## src/rtl/vga_timing_pkg.sv

```systemverilog
// Shared 640x480@60 timing constants and sync-tracker state encoding for the VGA
// timing generator and decoder.
package vga_timing_pkg;

    localparam int unsigned HPIXELS_DEF     = 800;
    localparam int unsigned VLINES_DEF      = 521;
    localparam int unsigned HPULSE_DEF      = 96;
    localparam int unsigned HBP_DEF         = 144;
    localparam int unsigned HFP_DEF         = 784;
    localparam int unsigned VPULSE_DEF      = 2;
    localparam int unsigned VBP_DEF         = 31;
    localparam int unsigned VFP_DEF         = 511;
    localparam int unsigned LOCK_FRAMES_DEF = 2;

    localparam int unsigned CNT_W = 10;
    localparam logic [CNT_W-1:0] CNT_MAX = '1;

    typedef enum logic [1:0] {
        StSearch = 2'd0,
        StSync   = 2'd1,
        StLocked = 2'd2
    } sync_state_e;

    function automatic logic [CNT_W-1:0] sat_inc(input logic [CNT_W-1:0] val);
        return (val == CNT_MAX) ? val : val + CNT_W'(1);
    endfunction

endpackage

```

## src/rtl/sync_edge_det.sv

```systemverilog
// Registers one active-low sync input and flags its edges against the previous sample.
// Both history registers reset to the idle (high) level.
module sync_edge_det (
    input  logic dclk,
    input  logic clr_n,
    input  logic i_sync,
    output logic o_sample,
    output logic o_rise,
    output logic o_fall
);

    logic r_sample;
    logic r_prev;

    always_ff @(posedge dclk or negedge clr_n) begin
        if (!clr_n) begin
            r_sample <= 1'b1;
            r_prev   <= 1'b1;
        end else begin
            r_sample <= i_sync;
            r_prev   <= r_sample;
        end
    end

    assign o_sample = r_sample;
    assign o_rise   = r_sample & ~r_prev;
    assign o_fall   = ~r_sample & r_prev;

endmodule

```

## src/rtl/vga_sync_decoder.sv

```systemverilog
// Recovers pixel coordinates from an incoming VGA sync/colour stream, checks its timing
// and qualifies active pixels once the stream has been locked for LOCK_FRAMES frames.
module vga_sync_decoder
    import vga_timing_pkg::*;
#(
    parameter int unsigned HPIXELS     = HPIXELS_DEF,
    parameter int unsigned VLINES      = VLINES_DEF,
    parameter int unsigned HPULSE      = HPULSE_DEF,
    parameter int unsigned HBP         = HBP_DEF,
    parameter int unsigned HFP         = HFP_DEF,
    parameter int unsigned VPULSE      = VPULSE_DEF,
    parameter int unsigned VBP         = VBP_DEF,
    parameter int unsigned VFP         = VFP_DEF,
    parameter int unsigned LOCK_FRAMES = LOCK_FRAMES_DEF
) (
    input  logic       dclk,
    input  logic       clr_n,
    input  logic       hsync,
    input  logic       vsync,
    input  logic [2:0] red,
    input  logic [2:0] green,
    input  logic [2:0] blue,
    output logic       locked,
    output logic       pix_valid,
    output logic [9:0] x,
    output logic [8:0] y,
    output logic [8:0] pix_rgb,
    output logic       frame_start,
    output logic       timing_err,
    output logic [7:0] err_count
);

    localparam logic [CNT_W-1:0] HLAST    = CNT_W'(HPIXELS - 1);
    localparam logic [CNT_W-1:0] VLAST    = CNT_W'(VLINES - 1);
    localparam logic [CNT_W-1:0] HPULSE_C = CNT_W'(HPULSE);
    localparam logic [CNT_W-1:0] VPULSE_C = CNT_W'(VPULSE);
    localparam logic [CNT_W-1:0] HBP_C    = CNT_W'(HBP);
    localparam logic [CNT_W-1:0] HFP_C    = CNT_W'(HFP);
    localparam logic [CNT_W-1:0] VBP_C    = CNT_W'(VBP);
    localparam logic [CNT_W-1:0] VFP_C    = CNT_W'(VFP);

    localparam int unsigned CLEAN_W = (LOCK_FRAMES > 1) ? $clog2(LOCK_FRAMES) : 1;
    localparam logic [CLEAN_W-1:0] LOCK_LAST = CLEAN_W'(LOCK_FRAMES - 1);

    // Stage s1: registered inputs
    logic       w_hs_s1;
    logic       w_hs_rise;
    logic       w_hs_fall;
    logic       w_vs_s1;
    logic       w_vs_rise;
    logic       w_vs_fall;
    logic [8:0] r_rgb_s1;

    sync_edge_det u_hs_det (
        .dclk     (dclk),
        .clr_n    (clr_n),
        .i_sync   (hsync),
        .o_sample (w_hs_s1),
        .o_rise   (w_hs_rise),
        .o_fall   (w_hs_fall)
    );

    sync_edge_det u_vs_det (
        .dclk     (dclk),
        .clr_n    (clr_n),
        .i_sync   (vsync),
        .o_sample (w_vs_s1),
        .o_rise   (w_vs_rise),
        .o_fall   (w_vs_fall)
    );

    logic w_unused_edges;
    assign w_unused_edges = w_hs_s1 ^ w_vs_fall;

    always_ff @(posedge dclk or negedge clr_n) begin
        if (!clr_n) begin
            r_rgb_s1 <= '0;
        end else begin
            r_rgb_s1 <= {red, green, blue};
        end
    end

    // Position counters; the _d values are the coordinates of the current s1 sample
    logic [CNT_W-1:0] r_hcount;
    logic [CNT_W-1:0] r_vcount;
    logic [CNT_W-1:0] w_hcount_d;
    logic [CNT_W-1:0] w_vcount_d;
    logic             r_vs_at_hfall;
    logic             w_restart;

    assign w_restart = w_hs_fall & ~w_vs_s1 & r_vs_at_hfall;

    always_comb begin
        w_hcount_d = w_hs_fall ? '0 : sat_inc(r_hcount);
        w_vcount_d = r_vcount;
        if (w_hs_fall) begin
            w_vcount_d = w_restart ? '0 : sat_inc(r_vcount);
        end
    end

    always_ff @(posedge dclk or negedge clr_n) begin
        if (!clr_n) begin
            r_hcount      <= '0;
            r_vcount      <= '0;
            r_vs_at_hfall <= 1'b1;
        end else begin
            r_hcount <= w_hcount_d;
            r_vcount <= w_vcount_d;
            if (w_hs_fall) begin
                r_vs_at_hfall <= w_vs_s1;
            end
        end
    end

    // Timing checks
    logic w_err_hlen;
    logic w_err_hpulse;
    logic w_err_vlen;
    logic w_err_vpulse;
    logic w_err_wdog;
    logic w_err;

    assign w_err_hlen   = w_hs_fall & (r_hcount != HLAST);
    assign w_err_hpulse = w_hs_rise & (w_hcount_d != HPULSE_C);
    assign w_err_vlen   = w_restart & (r_vcount != VLAST);
    assign w_err_vpulse = w_vs_rise & (w_vcount_d != VPULSE_C);
    // Fires once on arrival at saturation, not on every saturated sample
    assign w_err_wdog   = (w_hcount_d == CNT_MAX) & (r_hcount != CNT_MAX);
    assign w_err        = w_err_hlen | w_err_hpulse | w_err_vlen | w_err_vpulse | w_err_wdog;

    // Lock FSM
    sync_state_e        r_state;
    sync_state_e        w_state_d;
    logic [CLEAN_W-1:0] r_clean;
    logic [CLEAN_W-1:0] w_clean_d;
    logic               w_err_evt;

    assign w_err_evt = w_err & (r_state != StSearch);

    always_comb begin
        w_state_d = r_state;
        w_clean_d = r_clean;
        unique case (r_state)
            StSearch: begin
                if (w_restart) begin
                    w_state_d = StSync;
                    w_clean_d = '0;
                end
            end
            StSync: begin
                if (w_err) begin
                    w_state_d = StSearch;
                end else if (w_restart) begin
                    if (r_clean >= LOCK_LAST) begin
                        w_state_d = StLocked;
                        w_clean_d = '0;
                    end else begin
                        w_clean_d = r_clean + CLEAN_W'(1);
                    end
                end
            end
            StLocked: begin
                if (w_err) begin
                    w_state_d = StSearch;
                end
            end
            default: begin
                w_state_d = StSearch;
                w_clean_d = '0;
            end
        endcase
    end

    always_ff @(posedge dclk or negedge clr_n) begin
        if (!clr_n) begin
            r_state <= StSearch;
            r_clean <= '0;
        end else begin
            r_state <= w_state_d;
            r_clean <= w_clean_d;
        end
    end

    // Output stage
    logic             w_active;
    logic [CNT_W-1:0] w_x;
    logic             w_frame_start;

    assign w_active = (w_state_d == StLocked)
                    & (w_hcount_d >= HBP_C) & (w_hcount_d < HFP_C)
                    & (w_vcount_d >= VBP_C) & (w_vcount_d < VFP_C);
    assign w_x           = w_hcount_d - HBP_C;
    assign w_frame_start = w_active & (w_hcount_d == HBP_C) & (w_vcount_d == VBP_C);

    logic       r_locked;
    logic       r_pix_valid;
    logic [9:0] r_x;
    logic [8:0] r_y;
    logic [8:0] r_pix_rgb;
    logic       r_frame_start;
    logic       r_timing_err;
    logic [7:0] r_err_count;

    always_ff @(posedge dclk or negedge clr_n) begin
        if (!clr_n) begin
            r_locked      <= 1'b0;
            r_pix_valid   <= 1'b0;
            r_x           <= '0;
            r_y           <= '0;
            r_pix_rgb     <= '0;
            r_frame_start <= 1'b0;
            r_timing_err  <= 1'b0;
            r_err_count   <= '0;
        end else begin
            r_locked      <= (w_state_d == StLocked);
            r_pix_valid   <= w_active;
            r_x           <= w_active ? w_x : '0;
            r_y           <= w_active ? 9'(w_vcount_d - VBP_C) : '0;
            r_pix_rgb     <= w_active ? r_rgb_s1 : '0;
            r_frame_start <= w_frame_start;
            r_timing_err  <= w_err_evt;
            if (w_err_evt && (r_err_count != 8'hFF)) begin
                r_err_count <= r_err_count + 8'd1;
            end
        end
    end

    assign locked      = r_locked;
    assign pix_valid   = r_pix_valid;
    assign x           = r_x;
    assign y           = r_y;
    assign pix_rgb     = r_pix_rgb;
    assign frame_start = r_frame_start;
    assign timing_err  = r_timing_err;
    assign err_count   = r_err_count;

endmodule

```

## config.mk

```make
export PLATFORM = sky130hd
export DESIGN_NAME = vga_sync_decoder
export DESIGN_NICKNAME = d
export VERILOG_FILES = /design/src/rtl/vga_timing_pkg.sv /design/src/rtl/sync_edge_det.sv /design/src/rtl/vga_sync_decoder.sv
export SDC_FILE = /design/constraint.sdc
export NUM_CORES = 1
export LEC_CHECK = 0
export CAP_MARGIN = 20
export CORE_MARGIN = 10
export CORE_UTILIZATION = 46
export DETAILED_ROUTE_END_ITERATION = 10
export PLACE_DENSITY = 0.7
export SETUP_SLACK_MARGIN = 0.5
export SLEW_MARGIN = 30
export SYNTH_ARGS = -nofsm -noshare
export SYNTH_HDL_FRONTEND = slang
export SYNTH_HIERARCHICAL = 1
export SYNTH_SLANG_ARGS = --single-unit
```

## constraint.sdc

```tcl
create_clock -name dclk -period 7.01 [get_ports dclk]
set_clock_uncertainty 0.05 [all_clocks]
set_input_delay 1.7525 -clock dclk [delete_from_list [all_inputs] [get_ports dclk]]
set_output_delay 1.7525 -clock dclk [all_outputs]
set_load 0.02 [all_outputs]
```

== Word-level counts from Yosys, hierarchy flattened ==
Cells that the tools add are included.
Storage, ports and cells
  register bits: 77
  input port bits: 13
  output and inout bits: 40
  logic and storage cells: 95
Operators by class
  add/sub/neg operators: 6
  magnitude comparators: 5
  equality and inequality tests: 17
  mux-type cells: 19
  bitwise operators: 26
  reductions and logical operators: 4
Operators by type and width (number)
  2-to-1 mux 10 bit: 6
  equality test 10 bit (second input constant): 3
  inequality test 10 bit (second input constant): 3
  adder 10 x 1 -> 10 bit (second input constant): 2
  2-to-1 mux 9 bit: 2
  AND 1 bit: 17
  equality test 10 x 5 -> 1 bit (second input constant): 1
  equality test 10 x 8 -> 1 bit (second input constant): 1
  >= comparator 10 x 5 -> 1 bit (second input constant): 1
  >= comparator 10 x 8 -> 1 bit (second input constant): 1
  less-than comparator 10 bit (second input constant): 1
  less-than comparator 10 x 9 -> 1 bit (second input constant): 1
  2-to-1 mux 2 bit: 5
  inequality test 10 x 2 -> 1 bit (second input constant): 1
  inequality test 10 x 7 -> 1 bit (second input constant): 1
  subtractor 10 x 8 -> 10 bit (second input constant): 1
  subtractor 9 x 5 -> 9 bit (second input constant): 1
  adder 8 x 1 -> 8 bit (second input constant): 1
  inequality test 8 bit (second input constant): 1
  inequality test 2 bit (second input constant): 3
  case mux 2 bit (3 select lines): 1
  inverter 1 bit: 5
  equality test 2 bit (second input constant): 2
  2-to-1 mux 1 bit: 4
  other kinds (9): 12

== Logic depth before layout (Yosys ltp) ==
  depth in word-level cells: 19
  depth in mapped cells: 17
  depth with buffers taken out: 15

== By module ==
Netlist, hierarchy kept.
Modules (own cells, without submodules)
  vga_sync_decoder: instances 1, cells each 363, area each 3658.5 um^2, seq. area each 1828.0 um^2
  sync_edge_det: instances 2, cells each 4, area each 67.6 um^2, seq. area each 52.6 um^2

== Least setup slack after synthesis ==
OpenSTA, ideal clock, no wires.
  path kind: register to register
  start: register r_hcount[1]
  end: register r_x[0] (netlist: x[0])
  library setup time: 0.066 ns
  data arrival time: 3.437 ns
  required time: 6.894 ns
  slack: 3.457 ns
  stages on the path, launching flop included: 17
  buffers on the path: 2
  clock period less this slack: 3.553 ns
  cells stage by stage: dfrtp_1 ha_1 nand3_2 nor3_1 nor2_1 xnor2_1 nor2_1 ha_1 nor3b_1 nand4_1 a221oi_2 nand2_2 or3_1 buf_6 clkinv_2 buf_6 and2_1
Between the ends
  word-level cells in the longest chain between the ends: 17
  elaborated cells between the ends (all ways): 27
  classes of those cells: add/sub: 2; order compare: 2; eq/ne: 6; mux: 6; bitwise: 11
RTL lines
  from (decl): RTL line vga_sync_decoder.sv:84  | logic [CNT_W-1:0] r_hcount;
  from (signal assigned): RTL line vga_sync_decoder.sv:107  | r_hcount <= w_hcount_d;
  adder 10 x 1 -> 10 bit or equality test 10 bit (tied branches): RTL line vga_timing_pkg.sv:25  | return (val == CNT_MAX) ? val : val + CNT_W'(1);
  2-to-1 mux 10 bit *: RTL line vga_timing_pkg.sv:25
  2-to-1 mux 10 bit *: RTL line vga_sync_decoder.sv:94  | w_hcount_d = w_hs_fall ? '0 : sat_inc(r_hcount);
  named net w_hcount_d[5]: RTL line vga_sync_decoder.sv:86  | logic [CNT_W-1:0] w_hcount_d;
  inequality test 10 x 7 -> 1 bit: RTL line vga_sync_decoder.sv:124  | assign w_err_hpulse = w_hs_rise & (w_hcount_d != HPULSE_C);
  AND 1 bit: RTL line vga_sync_decoder.sv:124
  OR 1 bit (4 in series): RTL line vga_sync_decoder.sv:129  | assign w_err = w_err_hlen | w_err_hpulse | w_err_vlen | w_err_vpulse | w_err_wdog;
  2-to-1 mux 2 bit, on equally long branches: RTL line vga_sync_decoder.sv:163, vga_sync_decoder.sv:151
  case mux 2 bit (3 select lines): RTL line vga_sync_decoder.sv:143  | unique case (r_state)
  equality test 2 bit: RTL line vga_sync_decoder.sv:189  | assign w_active = (w_state_d == StLocked)
  AND 1 bit: RTL line vga_sync_decoder.sv:190  | & (w_hcount_d >= HBP_C) & (w_hcount_d < HFP_C)
  AND 1 bit *: RTL line vga_sync_decoder.sv:190
  AND 1 bit * (2 in series): RTL line vga_sync_decoder.sv:191  | & (w_vcount_d >= VBP_C) & (w_vcount_d < VFP_C);
  named net w_active: RTL line vga_sync_decoder.sv:185  | logic w_active;
  2-to-1 mux 10 bit *: RTL line vga_sync_decoder.sv:217  | r_x <= w_active ? w_x : '0;
  to (signal assigned): RTL line vga_sync_decoder.sv:217
  to (decl): RTL line vga_sync_decoder.sv:197  | logic [9:0] r_x;
The timed path passes the listed nets; every way through them passes the cells marked *.
A chain may end at the register's enable or synchronous reset.

== Worst setup path after layout ==
  start: register r_hcount[0]
  end: register r_x[0] (netlist: x[0])
Between the ends
  word-level cells in the longest chain between the ends: 17
  elaborated cells between the ends (all ways): 27
  classes of those cells: add/sub: 2; order compare: 2; eq/ne: 6; mux: 6; bitwise: 11
RTL lines (RTL line)
  adder 10 x 1 -> 10 bit or equality test 10 bit (tied branches): vga_timing_pkg.sv:25
  2-to-1 mux 10 bit *: vga_timing_pkg.sv:25
  2-to-1 mux 10 bit *: vga_sync_decoder.sv:94
  named net w_hcount_d[5]: vga_sync_decoder.sv:86
  inequality test 10 x 7 -> 1 bit: vga_sync_decoder.sv:124
  AND 1 bit: vga_sync_decoder.sv:124
  OR 1 bit (4 in series): vga_sync_decoder.sv:129
  2-to-1 mux 2 bit, on equally long branches: vga_sync_decoder.sv:163, vga_sync_decoder.sv:151
  case mux 2 bit (3 select lines): vga_sync_decoder.sv:143
  equality test 2 bit: vga_sync_decoder.sv:189
  AND 1 bit: vga_sync_decoder.sv:190
  AND 1 bit *: vga_sync_decoder.sv:190
  AND 1 bit * (2 in series): vga_sync_decoder.sv:191
  2-to-1 mux 10 bit *: vga_sync_decoder.sv:217
Marks and branches as above.

==> results.json <==
{
  "status": "finished, final reports clean",
  "tightest_slew_ns": 0.691,
  "clock.fmax_mhz": 223,
  "htree_levels": 3,
  "arrival_ns": 4.71,
  "dp_hpwl_um": 6270,
  "cp_max_fo": 17,
  "die_h_um": 111,
  "cts_tree": "done",
  "num-nets-final": 436,
  "post-route-min-period_ns": 4.48,
  "cts_resized": 0,
  "required_ns": 7.24,
  "fillers": 702,
  "synthesis.nets": 393,
  "clk_pin_slew_worst_paths_ns": 0.08,
  "antenna_found_initial": 0,
  "postCtsSetupBuffers": 0,
  "fp.coreArea_um2": 8090,
  "rsz0062_at_grt": "no",
  "gp_congestion": 0.917,
  "post-route-period-util_pct": 63.9,
  "vias": 2942,
  "grt_max_degree": 78,
  "path_class": "reg -> reg",
  "leakagePower_nw": 1.96,
  "final_util_pct": 55.7,
  "cts_root_buf": "clkbuf_8",
  "vdd_drop_max_mv": 0.150,
  "num_io_pins": 53,
  "grt_overflow": 0,
  "grt_pass1_vias": 2873,
  "area_growth_pct": 19.0,
  "die_x_um": 111,
  "grt_usage_pct": 14.1,
  "cap_viol_max_count": 0,
  "hold_class": "reg -> reg",
  "clock-sinks": 77,
  "end_kind": "flop",
  "synth_cells": 370,
  "cts_hold_buffers": 0,
  "cellPowerDensity_nw_per_um2": 237,
  "insertion_delay_ns": 0.35,
  "hold_viol": 0,
  "ff_latch_area_um2": 1930,
  "maxSlewHeadroom_pct": 53.6,
  "viasPerCell": 5.63,
  "cts_max_path_buffers": 2,
  "drt_iter0_drc": 175,
  "wl_um": 8670,
  "drc": 0,
  "antenna_cells": 0,
  "syn_area_um2": 3780,
  "start_util_pct": 46.8,
  "finalSetupTns_ns": 0,
  "multi_input_area_um2": 1660,
  "first_pass_iters": 5,
  "setup_viol": 0,
  "drive_gt1_share_pct": 8.85,
  "yosysWarnings": 6,
  "fp-row-count": 33,
  "numCtsBuffers": 9,
  "maxSlewViolCount": 0,
  "start_kind": "flop",
  "grt_pass1_wl_um": 14600,
  "die_area_um2": 12300,
  "placement.io_buffers": 52,
  "wl_per_cell_um": 16.6,
  "avgSynthCellArea_um2": 10.2,
  "ant_nets": 0
}
==> where the power goes <==
group,switching (mW),internal [mW]
logic,0.125,0.0959
clock network,0.177,0.133
registers,0.0569,0.481
==> metal layers <==
layer,up-vias,routed length [um],track usage (%)
met5,-,0,0
met4,0,127,5.12
met3,12,532,4.33
met2,104,4270,23.3
met1,1426,3730,16.7
li1,1400,-,-
==> area by class of cell <==
type / instances / share of cell area [%]
Multi-Input combinational cell: 253 / 36.9
Tap cell: 105 / 2.92
Timing Repair Buffer: 52 / 11.6
Sequential cell: 77 / 42.9
Inverter: 20 / 1.69
Clock buffer: 9 / 2.75
Clock inverter: 7 / 1.28
==> through the flow <==
step	hold WS (ns)	std cells	setup WS (ns)	power (mW)	area, um^2
after detailed placement	0.313	507	2.59	0.767	4320
final	0.330	523	2.53	1.07	4510
after global placement	0.309	507	2.74	0.762	4320
after CTS	0.327	523	2.56	1.08	4500
after floorplan	0.306	370	3.46	0.688	3780
after global routing	0.330	523	2.05	1.13	4510
==> registers in the layout, indices dropped and copies added, names as in the netlist, 2 cells and up <==
signal and cells:
pix_rgb 9, y 9, r_state 2, r_rgb_s1 9, x 10, r_vcount 10, r_hcount 10, err_count 8
==> worst paths after layout <==
check / start / endpoint / slack (ns) / cells after the start
max: r_hcount[0]$_DFF_PN0_ / x[0]$_DFF_PN0_ / 2.53 / 14
min: u_hs_det/o_sample$_DFF_PN1_ / u_hs_det/r_prev$_DFF_PN1_ / 0.33 / 0
max reg2reg: r_hcount[0]$_DFF_PN0_ / x[0]$_DFF_PN0_ / 2.53 / 14
min reg2reg: u_hs_det/o_sample$_DFF_PN1_ / u_hs_det/r_prev$_DFF_PN1_ / 0.33 / 0
max in group asynchronous: clr_n / y[1]$_DFF_PN0_ / 5.09 / 1
min in group asynchronous: clr_n / r_hcount[3]$_DFF_PN0_ / 1.37 / 1
==> worst max-delay path, cell delays in order, from the launching register on <==
cell      delay, ns
dfrtp_1        0.54
ha_1           0.37
nand3_2        0.19
nor3_1         0.62
nor2_1         0.14
xnor2_1        0.17
nor2_1         0.24
ha_1           0.19
nor3b_1        0.17
nand4_1        0.15
a221oi_2       0.31
nand2_2        0.22
or3_1          0.69
clkinv_2       0.21
and2_1         0.15
==> placed cells by master, fill, tap and decap left out, drive strengths merged, types with 2 or more instances in the layout <==
master,count
and2,16
nand2,16
a31oi,11
nand3,18
nor4b,3
xnor2,16
nand2b,2
nand3b,2
dfstp,5
clkinv,3
o21a,2
ha,10
a21o,4
a41oi,2
mux2,2
clkbuf,9
nand4b,3
xor2,4
mux2i,2
nor3b,5
nand4,16
or3,7
nor2b,3
clkinvlp,2
o21ai,7
and3,9
nor2,38
a221oi,2
o211ai,7
and4,6
a22o,2
inv,22
clkdlybuf4s50,51
dfrtp,72
or2,3
o31ai,2
a21oi,7
nor3,8
nor4,6
(Power assumes the default switching activity.)
